--- src/rtl/mc_pkg.sv ---
// rtl/mc_pkg.sv - shared types and encodings for the multicycle control unit
package mc_pkg;

    typedef enum logic [3:0] {
        S_FETCH   = 4'd0,
        S_DECODE  = 4'd1,
        S_MEMADR  = 4'd2,
        S_MEMRD   = 4'd3,
        S_MEMWB   = 4'd4,
        S_MEMWR   = 4'd5,
        S_RTYPEEX = 4'd6,
        S_ALUWB   = 4'd7,
        S_BEQEX   = 4'd8,
        S_ADDIEX  = 4'd9,
        S_ADDIWB  = 4'd10,
        S_JEX     = 4'd11,
        S_BNEEX   = 4'd12
    } state_t;

    localparam logic [5:0] OP_RTYPE = 6'b000000;
    localparam logic [5:0] OP_LW    = 6'b100011;
    localparam logic [5:0] OP_SW    = 6'b101011;
    localparam logic [5:0] OP_BEQ   = 6'b000100;
    localparam logic [5:0] OP_BNE   = 6'b000101;
    localparam logic [5:0] OP_ADDI  = 6'b001000;
    localparam logic [5:0] OP_J     = 6'b000010;

    localparam logic [5:0] FUNCT_ADD = 6'b100000;
    localparam logic [5:0] FUNCT_SUB = 6'b100010;
    localparam logic [5:0] FUNCT_AND = 6'b100100;
    localparam logic [5:0] FUNCT_OR  = 6'b100101;
    localparam logic [5:0] FUNCT_SLT = 6'b101010;

    localparam logic [2:0] ALU_ADD = 3'b010;
    localparam logic [2:0] ALU_SUB = 3'b110;
    localparam logic [2:0] ALU_AND = 3'b000;
    localparam logic [2:0] ALU_OR  = 3'b001;
    localparam logic [2:0] ALU_SLT = 3'b111;

    localparam logic [1:0] ALUOP_ADD   = 2'b00;
    localparam logic [1:0] ALUOP_SUB   = 2'b01;
    localparam logic [1:0] ALUOP_FUNCT = 2'b10;

    localparam logic [1:0] SRCB_B      = 2'b00;
    localparam logic [1:0] SRCB_FOUR   = 2'b01;
    localparam logic [1:0] SRCB_IMM    = 2'b10;
    localparam logic [1:0] SRCB_IMMSH2 = 2'b11;

    localparam logic [1:0] PCSRC_ALURESULT = 2'b00;
    localparam logic [1:0] PCSRC_ALUOUT    = 2'b01;
    localparam logic [1:0] PCSRC_JUMP      = 2'b10;

endpackage

--- src/rtl/alu_decoder.sv ---
// rtl/alu_decoder.sv - combinational aluop/funct to ALU function code decode
module alu_decoder
    import mc_pkg::*;
(
    input  logic [1:0] aluop,
    input  logic [5:0] funct,
    output logic [2:0] alucontrol
);

    // Fixed add/sub for address and branch work, funct decode for R-type
    always_comb begin
        alucontrol = ALU_ADD;
        case (aluop)
            ALUOP_ADD: alucontrol = ALU_ADD;
            ALUOP_SUB: alucontrol = ALU_SUB;
            ALUOP_FUNCT: begin
                case (funct)
                    FUNCT_ADD: alucontrol = ALU_ADD;
                    FUNCT_SUB: alucontrol = ALU_SUB;
                    FUNCT_AND: alucontrol = ALU_AND;
                    FUNCT_OR:  alucontrol = ALU_OR;
                    FUNCT_SLT: alucontrol = ALU_SLT;
                    default:   alucontrol = ALU_ADD;
                endcase
            end
            default: alucontrol = ALU_ADD;
        endcase
    end

endmodule

--- src/rtl/mc_controller.sv ---
// rtl/mc_controller.sv - multicycle Moore control FSM; MC_BNE_EN adds bne support
module mc_controller
    import mc_pkg::*;
#(
    parameter logic [3:0] RESET_STATE = 4'd0
) (
    input  logic       clk,
    input  logic       reset_n,
    input  logic [5:0] op,
    input  logic [5:0] funct,
    input  logic       zero,
    input  logic       mem_ready,
    output logic       iord,
    output logic       irwrite,
    output logic       memwrite,
    output logic       pcen,
    output logic       regwrite,
    output logic       regdst,
    output logic       memtoreg,
    output logic       alusrca,
    output logic [1:0] alusrcb,
    output logic [1:0] pcsrc,
    output logic [2:0] alucontrol,
    output logic       illegal_op
);

    state_t     state;
    state_t     decode_next;
    logic [1:0] aluop;
    logic       irwrite_raw;
    logic       memwrite_raw;
    logic       pcen_raw;
    logic       regwrite_raw;
    logic       illegal_raw;

    // Opcode dispatch out of DECODE; anything unsupported falls back to FETCH
    always_comb begin
        decode_next = S_FETCH;
        case (op)
            OP_LW, OP_SW: decode_next = S_MEMADR;
            OP_RTYPE:     decode_next = S_RTYPEEX;
            OP_BEQ:       decode_next = S_BEQEX;
            OP_ADDI:      decode_next = S_ADDIEX;
            OP_J:         decode_next = S_JEX;
`ifdef MC_BNE_EN
            OP_BNE:       decode_next = S_BNEEX;
`endif
            default:      decode_next = S_FETCH;
        endcase
    end

    // State register; reset abandons any partial instruction
    always_ff @(posedge clk or negedge reset_n) begin
        if (!reset_n) begin
            state <= state_t'(RESET_STATE);
        end else begin
            case (state)
                S_FETCH:   if (mem_ready) state <= S_DECODE;
                S_DECODE:  state <= decode_next;
                S_MEMADR:  state <= (op == OP_LW) ? S_MEMRD : S_MEMWR;
                S_MEMRD:   if (mem_ready) state <= S_MEMWB;
                S_MEMWB:   state <= S_FETCH;
                S_MEMWR:   if (mem_ready) state <= S_FETCH;
                S_RTYPEEX: state <= S_ALUWB;
                S_ALUWB:   state <= S_FETCH;
                S_BEQEX:   state <= S_FETCH;
                S_ADDIEX:  state <= S_ADDIWB;
                S_ADDIWB:  state <= S_FETCH;
                S_JEX:     state <= S_FETCH;
`ifdef MC_BNE_EN
                S_BNEEX:   state <= S_FETCH;
`endif
                default:   state <= S_FETCH;
            endcase
        end
    end

    // Moore output decode; FETCH writes wait on mem_ready, branches use zero
    always_comb begin
        iord         = 1'b0;
        irwrite_raw  = 1'b0;
        memwrite_raw = 1'b0;
        pcen_raw     = 1'b0;
        regwrite_raw = 1'b0;
        regdst       = 1'b0;
        memtoreg     = 1'b0;
        alusrca      = 1'b0;
        alusrcb      = SRCB_B;
        pcsrc        = PCSRC_ALURESULT;
        aluop        = ALUOP_ADD;
        illegal_raw  = 1'b0;
        case (state)
            S_FETCH: begin
                alusrcb     = SRCB_FOUR;
                irwrite_raw = mem_ready;
                pcen_raw    = mem_ready;
            end
            S_DECODE: begin
                alusrcb     = SRCB_IMMSH2;
                illegal_raw = (decode_next == S_FETCH);
            end
            S_MEMADR: begin
                alusrca = 1'b1;
                alusrcb = SRCB_IMM;
            end
            S_MEMRD: iord = 1'b1;
            S_MEMWB: begin
                memtoreg     = 1'b1;
                regwrite_raw = 1'b1;
            end
            S_MEMWR: begin
                iord         = 1'b1;
                memwrite_raw = 1'b1;
            end
            S_RTYPEEX: begin
                alusrca = 1'b1;
                aluop   = ALUOP_FUNCT;
            end
            S_ALUWB: begin
                regdst       = 1'b1;
                regwrite_raw = 1'b1;
            end
            S_BEQEX: begin
                alusrca  = 1'b1;
                aluop    = ALUOP_SUB;
                pcsrc    = PCSRC_ALUOUT;
                pcen_raw = zero;
            end
`ifdef MC_BNE_EN
            S_BNEEX: begin
                alusrca  = 1'b1;
                aluop    = ALUOP_SUB;
                pcsrc    = PCSRC_ALUOUT;
                pcen_raw = ~zero;
            end
`endif
            S_ADDIEX: begin
                alusrca = 1'b1;
                alusrcb = SRCB_IMM;
            end
            S_ADDIWB: regwrite_raw = 1'b1;
            S_JEX: begin
                pcsrc    = PCSRC_JUMP;
                pcen_raw = 1'b1;
            end
            default: begin
                alusrcb = SRCB_FOUR;
            end
        endcase
    end

    // Write enables and the illegal pulse are held off for the whole reset window
    always_comb begin
        irwrite    = irwrite_raw  & reset_n;
        memwrite   = memwrite_raw & reset_n;
        pcen       = pcen_raw     & reset_n;
        regwrite   = regwrite_raw & reset_n;
        illegal_op = illegal_raw  & reset_n;
    end

    alu_decoder u_alu_decoder (
        .aluop      (aluop),
        .funct      (funct),
        .alucontrol (alucontrol)
    );

endmodule

--- config.mk ---
export PLATFORM = sky130hd
export DESIGN_NAME = mc_controller
export DESIGN_NICKNAME = d
export VERILOG_FILES = /design/src/rtl/mc_pkg.sv /design/src/rtl/alu_decoder.sv /design/src/rtl/mc_controller.sv
export SDC_FILE = /design/constraint.sdc
export NUM_CORES = 1
export LEC_CHECK = 0
export ABC_AREA = 1
export CORE_MARGIN = 2
export CORE_UTILIZATION = 41
export CTS_BUF_LIST = sky130_fd_sc_hd__clkbuf_4
export CTS_CLUSTER_DIAMETER = 120
export DETAILED_ROUTE_END_ITERATION = 6
export HOLD_SLACK_MARGIN = 0.12
export PLACE_DENSITY_LB_ADDON = 0.2
export SLEW_MARGIN = 20
export SYNTH_ARGS = -nofsm -noshare
export SYNTH_HDL_FRONTEND = slang
export SYNTH_SLANG_ARGS = --single-unit
--- constraint.sdc ---
create_clock -name clk -period 2.1 [get_ports clk]
set_clock_uncertainty 0.05 [all_clocks]
set_input_delay 0.42 -clock clk [delete_from_list [all_inputs] [get_ports clk]]
set_output_delay 0.42 -clock clk [all_outputs]
set_load 0.1 [all_outputs]
==> results_dict.tcl, run 1 <==
set metrics [dict create \
    synth_area_sq_um 629 \
    syn-instance-count 120 \
    error "[ERROR DPL-0038] Utilization greater than 100%, impossible to legalize" \
    dp_worst_setup_slack_ps -157 \
    rows 14 \
    dp_hpwl_mm 1.91 \
    die_x_microns 43.2 \
    grt_max_degree 6 \
    stop_stage "global routing" \
    worst-ep-kind "top-level output" \
    cts.sinks 4 \
    syn_nets 139 \
    cts-root-buf "clkbuf_4" \
    ios 32 \
    ys_ff_latch 4 \
    htree_num_levels 1 \
    routabilityCongestion 0.830 \
    initial_core_util_pct 42.8 \
    ys_seq_area_share_pct 15.9 \
    outcome "did not finish" \
    yosysUniqueCellTypes 18 \
    port-buffer-count 31 \
    worst_endpoint "alucontrol[2]" \
    cts_buffer_depth 2 \
    cts_buffers 3 \
    dieHeight_microns 43.2 \
    ys_warn_count 0 \
    avgSynthCellArea_sq_um 5.24 \
]
## synth_stat cells
cell	instances	area, sq um
nand2_1	31	116
inv_1	21	78.8
nor2_1	20	75.1
nand3_1	14	70.1
inv_2	7	26.3
dfrtp_1	4	100
nor2_2	4	25.0
o21ai_0	4	20.0
ha_1	3	37.5
nand2_2	2	12.5
nand4_1	2	12.5
nor3_1	2	10.0
a211oi_1	1	7.51
a21boi_0	1	7.51
a21oi_1	1	5.00
a31oi_1	1	6.26
nand3b_1	1	7.51
nor2_4	1	11.3
## kinds of logic after synthesis
group	synth area share [%]
AND/OR/NAND/NOR	54.1
buffers and inverters	16.7
AO/OA/AOI/OAI	7.36
flip-flops	15.9
adder cells (fa/ha/maj)	5.96
## through the flow
stage	instance area, sq um	instances
2_1_floorplan	737	120
3_3_place_gp	1260	171
3_5_place_dp	1260	171
4_1_cts	1390	183
## timing repair
item,in CTS
setup buffers,7
resized for setup,18
pin swaps,11
hold endpoints to repair,4
hold buffers,1
endpoints found under the setup margin,7
==> run 2, diff against run 1 <==
--- a/config.mk
+++ b/config.mk
@@ -6,13 +6,10 @@
 export NUM_CORES = 1
 export LEC_CHECK = 0
 export ABC_AREA = 1
-export CORE_MARGIN = 2
-export CORE_UTILIZATION = 41
-export CTS_BUF_LIST = sky130_fd_sc_hd__clkbuf_4
-export CTS_CLUSTER_DIAMETER = 120
+export CORE_AREA = 2 2 63 65
 export DETAILED_ROUTE_END_ITERATION = 6
-export HOLD_SLACK_MARGIN = 0.12
-export PLACE_DENSITY_LB_ADDON = 0.2
+export DIE_AREA = 0 0 65 67
+export PLACE_DENSITY_LB_ADDON = 0.15
 export SLEW_MARGIN = 20
 export SYNTH_ARGS = -nofsm -noshare
 export SYNTH_HDL_FRONTEND = slang
==> results_dict.tcl, run 2 <==
set metrics [dict create \
    die_x_microns 65 \
    synth_area_sq_um 629 \
    ys_warn_count 0 \
    max_freq_mhz 465 \
    worst_ep_arrival_time_ps 1680 \
    violations "setup timing" \
    rsz0062_at_grt "true" \
    final_cell_mix "nand2_1 (30), inv_1 (18), buf_12 (15), nor2_1 (11), buf_4 (11)" \
    n_antenna_cell 0 \
    dieArea_sq_mm 0.00436 \
    ys_top_cells_by_area "nand2_1 (18%), dfrtp_1 (16%), inv_1 (13%)" \
    layout-drive-gt1-share_pct 45.5 \
    antenna_found_initial 0 \
    synth_flop_cell "dfrtp_1" \
    grt_max_degree 6 \
    grt.total_usage_pct 9.86 \
    yosysMostFrequentCell "nand2_1" \
    yosysTopAreaCellShare_pct 18.5 \
    crit_chain "nor2_4 > inv_2 > nor2_4 > inv_2 > ha_4 > a21boi_4 > buf_12" \
    wl_per_cell_microns 9.68 \
    crit_start "state[0]" \
    cts_buffers 3 \
    regMostFlops "state" \
    largest_reg_flops 4 \
    finalHoldViolations 0 \
    holdWs_ps 555 \
    crit_path_start_kind "flop" \
    globalRouteOverflowTotal 0 \
    reg2reg_slack_ps 760 \
    fin_cells 215 \
    dp_hpwl_mm 1.75 \
    routabilityCongestion 0.762 \
    vias 885 \
    placeableCoreArea_sq_mm 0.00361 \
    yosysUniqueCellTypes 18 \
    cts_tree "done" \
    via_per_inst 4.12 \
    ir_drop_uv 464 \
    grt_pass1_vias 860 \
    setup_violations 3 \
    synth_edf_count 0 \
    place_inst 205 \
    synth_common_cells "nand2_1 (31), inv_1 (21), nor2_1 (20)" \
    grtUsageMet2_pct 18.4 \
    slew_headroom_pct 80.4 \
    period_needed_ps 2150 \
    rows 22 \
    syn_nets 139 \
    cts.sinks 4 \
    grt.busiest_layer "met2" \
    top_regs "state: 4 flops" \
    cellPowerDensity_mw_per_mm2 869 \
    grt_pass1_wl_mm 3.35 \
    drt-pass1-iter-count 4 \
    cts-root-buf "clkbuf_8" \
    grt_use_met1_pct 11.0 \
    drv_cap 0 \
    syn_to_final_growth_pct 138 \
    critPathSlowestCell "dfrtp_2" \
    path_clk_slew_ps 30 \
    gr-usage-met3_pct 1.69 \
    ios 32 \
    min_path_type "in2async" \
    final_util_pct 41.5 \
    initial_core_util_pct 17.5 \
    tightest_slew_ps 292 \
    rr_startpoint "state[3]" \
    critPathMaxStageDelay_ps 440 \
    avgSynthCellArea_sq_um 5.24 \
    ys_seq_area_share_pct 15.9 \
    mostFrequentLayoutCell "nand2_1" \
    r2r_cells 9 \
    cts_buffer_depth 2 \
    ys_ff_latch 4 \
    slew_violations 0 \
    worstSkewPairLatency_ps 220 \
    port-buffer-count 31 \
    syn-instance-count 120 \
    required_ps 1630 \
    fillCellCount 363 \
    post-route-period-util_pct 103 \
    fin_nets 187 \
    async_reset_ff_share_pct 100 \
    leakage_nw 0.728 \
    ant_nets 0 \
    synth_top_cell_by_area "nand2_1" \
    design_area_sq_mm 0.00150 \
    power_w 0.00130 \
    htree_num_levels 1 \
    outcome "finished with violations" \
    drt_iter0_markers 20 \
    path_buf_inv 3 \
    endpoint_kind "output port" \
    postRouteWirelength_mm 2.08 \
    dpl_cell_area_sq_mm 0.00131 \
    path_class "reg2out" \
    dieHeight_microns 67 \
    setup_ws_ps -52.8 \
    cp_top_family "flip-flops" \
    reg2reg_to "state[2]" \
    path_max_fanout 4 \
    holdBufCountCts 0 \
    drc 0 \
]
[run 2: cell counts after synthesis]
No cell type changed its count.
[run 2: cells by family after synthesis]
group           synth area share [%]
buf+inv                         16.7
simple gates                    54.1
flops                           15.9
fa+ha+maj                       5.96
compound gates                  7.36
[run 2: per-stage QoR]
stage | TNS, ps | setup slack, ps
floorplan | -2110 | -521
global placement | -84.0 | -67.7
detailed placement | -144 | -132
CTS | -136 | -77.5
global route | -403 | -122
finish | -107 | -52.8
[run 2: worst max-delay path by stage]
stage                    end  slack (ps)  cells past startpoint
6_report       alucontrol[2]         -50                      7
3_5_place_dp      illegal_op        -130                      6
3_3_place_gp      illegal_op         -70                      6
4_1_cts        alucontrol[2]         -80                      7
2_1_floorplan  alucontrol[2]        -520                      6
5_1_grt        alucontrol[0]        -120                      7
[run 2: cell type report]
class                           instances  area, sq um  share of cell area [%]
Multi-Input combinational cell         88          606                    40.5
Tap cell                               48         60.1                    4.01
Inverter                               28          105                    7.02
Timing Repair Buffer                   43          577                    38.5
Clock buffer                            4         45.0                    3.01
Sequential cell                         4          104                    6.94
[run 2: layer usage]
layer | wire, microns | up-vias
met5 | 0 | -
met4 | 27 | 0
met3 | 104 | 4
met2 | 1110 | 22
met1 | 841 | 396
li1 | - | 463
[run 2: power breakdown]
| group | switching, W | leakage (nW) | total, W | internal [W] |
|---|---|---|---|---|
| Clock | 0.0000433 | 0.0228 | 0.000173 | 0.000130 |
| Sequential | 0.0000346 | 0.0493 | 0.000134 | 0.0000993 |
| Combinational | 0.000629 | 0.656 | 0.000994 | 0.000365 |
[run 2: what timing repair did]
item                                    CTS  global route
setup buffers                             5             2
endpoints found under the setup margin    5             6
pin swaps                                 9             6
gates resized for setup                  16            13
(Power assumes the default switching activity.)
==> run 3, diff against run 2 <==
--- a/config.mk
+++ b/config.mk
@@ -10,7 +10,6 @@
 export DETAILED_ROUTE_END_ITERATION = 6
 export DIE_AREA = 0 0 65 67
 export PLACE_DENSITY_LB_ADDON = 0.15
-export SLEW_MARGIN = 20
 export SYNTH_ARGS = -nofsm -noshare
 export SYNTH_HDL_FRONTEND = slang
 export SYNTH_SLANG_ARGS = --single-unit
==> constraint.sdc (replaced) <==
create_clock -name clk -period 1.9 [get_ports clk]
set_clock_uncertainty 0.05 [all_clocks]
set_input_delay 0.38 -clock clk [delete_from_list [all_inputs] [get_ports clk]]
set_output_delay 0.38 -clock clk [all_outputs]
set_load 0.01 [all_outputs]
==> results_dict.tcl, run 3 (synthesis gave the netlist of run 2 again) <==
set metrics [dict create \
    drv_cap 0 \
    die_x_microns 65 \
    drc 0 \
    globalRouteOverflowTotal 0 \
    path_clk_slew_ps 30 \
    initial_core_util_pct 17.5 \
    max_freq_mhz 508 \
    holdBufCountCts 0 \
    drt-pass1-iter-count 4 \
    dp_hpwl_mm 1.92 \
    fin_nets 207 \
    cts.sinks 4 \
    cts_tree "done" \
    regMostFlops "state" \
    finalHoldViolations 0 \
    cellPowerDensity_mw_per_mm2 701 \
    ant_nets 0 \
    wl_per_cell_microns 9.82 \
    reg2reg_slack_ps 460 \
    vias 927 \
    min_path_type "in2async" \
    dieArea_sq_mm 0.00436 \
    internal_power_w 0.000573 \
    path_max_fanout 3 \
    required_ps 1470 \
    r2r_cells 10 \
    multi_input_area_sq_um 576 \
    sw_frac_of_total_pct 40.7 \
    cp.depth 7 \
    reg2reg_to "state[2]" \
    via_per_inst 3.96 \
    top_regs "state: 4 flops" \
    power_w 0.000967 \
    rows 22 \
    port-buffer-count 31 \
    outcome "finished with violations" \
    postRouteWirelength_mm 2.30 \
    n_antenna_cell 0 \
    critPathMaxStageDelay_ps 390 \
    cts_buffer_depth 2 \
    grt_pass1_vias 919 \
    rr_startpoint "state[2]" \
    crit_start "state[0]" \
    dp_worst_setup_slack_ps -513 \
    grt.total_usage_pct 10.8 \
    cts-root-buf "clkbuf_8" \
    setup_violations 2 \
    ir_drop_uv 195 \
    pwr-share-seq_pct 13.5 \
    fillCellCount 403 \
    path_common_cell "inv_2" \
    worstSkewPairLatency_ps 210 \
    syn_to_final_growth_pct 119 \
    mostFrequentLayoutCell "buf_4" \
    slew_violations 0 \
    crit_chain "nor2_2 > inv_2 > nor2_4 > inv_2 > ha_4 > a21boi_2 > buf_2" \
    grt_max_degree 6 \
    grt_pass1_wl_mm 3.79 \
    seq_area_sq_um 101 \
    post-route-period-util_pct 104 \
    leakage_nw 0.760 \
    ios 32 \
    clock_power_share_pct 17.9 \
    dieHeight_microns 67 \
    tightest_slew_ps 244 \
    worst_ep_arrival_time_ps 1540 \
    path_buf_inv 3 \
    combPwrFrac_pct 68.7 \
    switchingPower_w 0.000394 \
    cp_top_family "flip-flops" \
    critPathSlowestCell "dfrtp_1" \
    crit_path_start_kind "flop" \
    setup_ws_ps -68.4 \
    violations "setup timing" \
    antenna_found_initial 0 \
    layout-drive-gt1-share_pct 46.8 \
    drt_iter0_markers 18 \
    period_needed_ps 1970 \
    htree_num_levels 1 \
    routabilityCongestion 0.798 \
    endpoint_kind "output port" \
    final_cell_mix "buf_4 (30), nand2_1 (27), inv_1 (18), nor2_1 (14), inv_2 (10)" \
    placeableCoreArea_sq_mm 0.00361 \
    cts_buffers 3 \
    final_util_pct 38.2 \
    rsz0062_at_grt "true" \
    largest_reg_flops 4 \
    path_class "reg2out" \
    slew_headroom_pct 83.6 \
]
==> run 3: changes by cell type in the layout (fill, tap and decap cells not counted), moves of 7 or more <==
cell,change
buf_2,+8
buf_12,-15
buf_4,+19
dlygate4sd2_1,+7
==> run 3: worst max-delay path by stage <==
stage / to / slack (ps)
after floorplan: alucontrol[2] / 70
after global placement: illegal_op / -460
after detailed placement: illegal_op / -510
after CTS: alucontrol[2] / -120
after global routing: alucontrol[1] / -160
final: alucontrol[2] / -70
==> run 3: power groups by stage <==
stage	Combinational [W]	Sequential [W]	Clock [W]
floorplan	0.000260	0.000126	0
global placement	0.000604	0.000125	0
detailed placement	0.000604	0.000126	0
CTS	0.000631	0.000129	0.000177
global route	0.000745	0.000133	0.000183
finish	0.000664	0.000130	0.000173
==> run 3: metal layers <==
metal  wire length, microns  share of wire (%)  GRT usage [%]  vias up
met5                      0                  0              0        -
met1                   1030                 45           12.9      400
met3                     92                4.0           1.35        0
li1                       -                  -              -      503
met4                      0                  0          0.798        0
met2                   1180                 51           21.0       24
==> run 3: area by class of cell <==
cell class / instances / area share (%)
tap: 48 / 4.36
sequential: 4 / 7.35
inverter: 28 / 7.62
timing repair buffer: 63 / 35.9
clock buffer: 3 / 2.99
multi-input combinational: 88 / 41.7
==> run 3: stage by stage <==
stage	cell area (sq um)	setup TNS [ps]	hold slack, ps	cells
after floorplan	629	0	34.4	120
after global placement	1200	-2780	752	226
after detailed placement	1200	-2900	751	226
after CTS	1300	-215	533	233
after global routing	1380	-432	571	234
final	1380	-105	533	234
==> run 3: worst register-to-register path: stages, from the launching register on <==
cell and delay [ps]:
dfrtp_2 420, buf_4 140, inv_2 30, nand2_2 100, buf_4 130, nor2_4 30, buf_4 130, nor2_1 100
nand3_1 90, nand2_1 60, nand2_1 40
==> run 3: what timing repair did <==
action | 4_1_cts | 5_1_grt
gates resized for setup | 69 | 28
pin swaps | 5 | 9
setup endpoints to repair | 16 | 10
setup buffers | 4 | 1
==> run 4, diff against run 3 <==
--- a/config.mk
+++ b/config.mk
@@ -10,6 +10,7 @@
 export DETAILED_ROUTE_END_ITERATION = 6
 export DIE_AREA = 0 0 65 67
 export PLACE_DENSITY_LB_ADDON = 0.15
+export SLEW_MARGIN = 5
 export SYNTH_ARGS = -nofsm -noshare
 export SYNTH_HDL_FRONTEND = slang
 export SYNTH_SLANG_ARGS = --single-unit
==> results of run 4 <==
No change in the layout: final DEF, timing and power equal those of run 3.
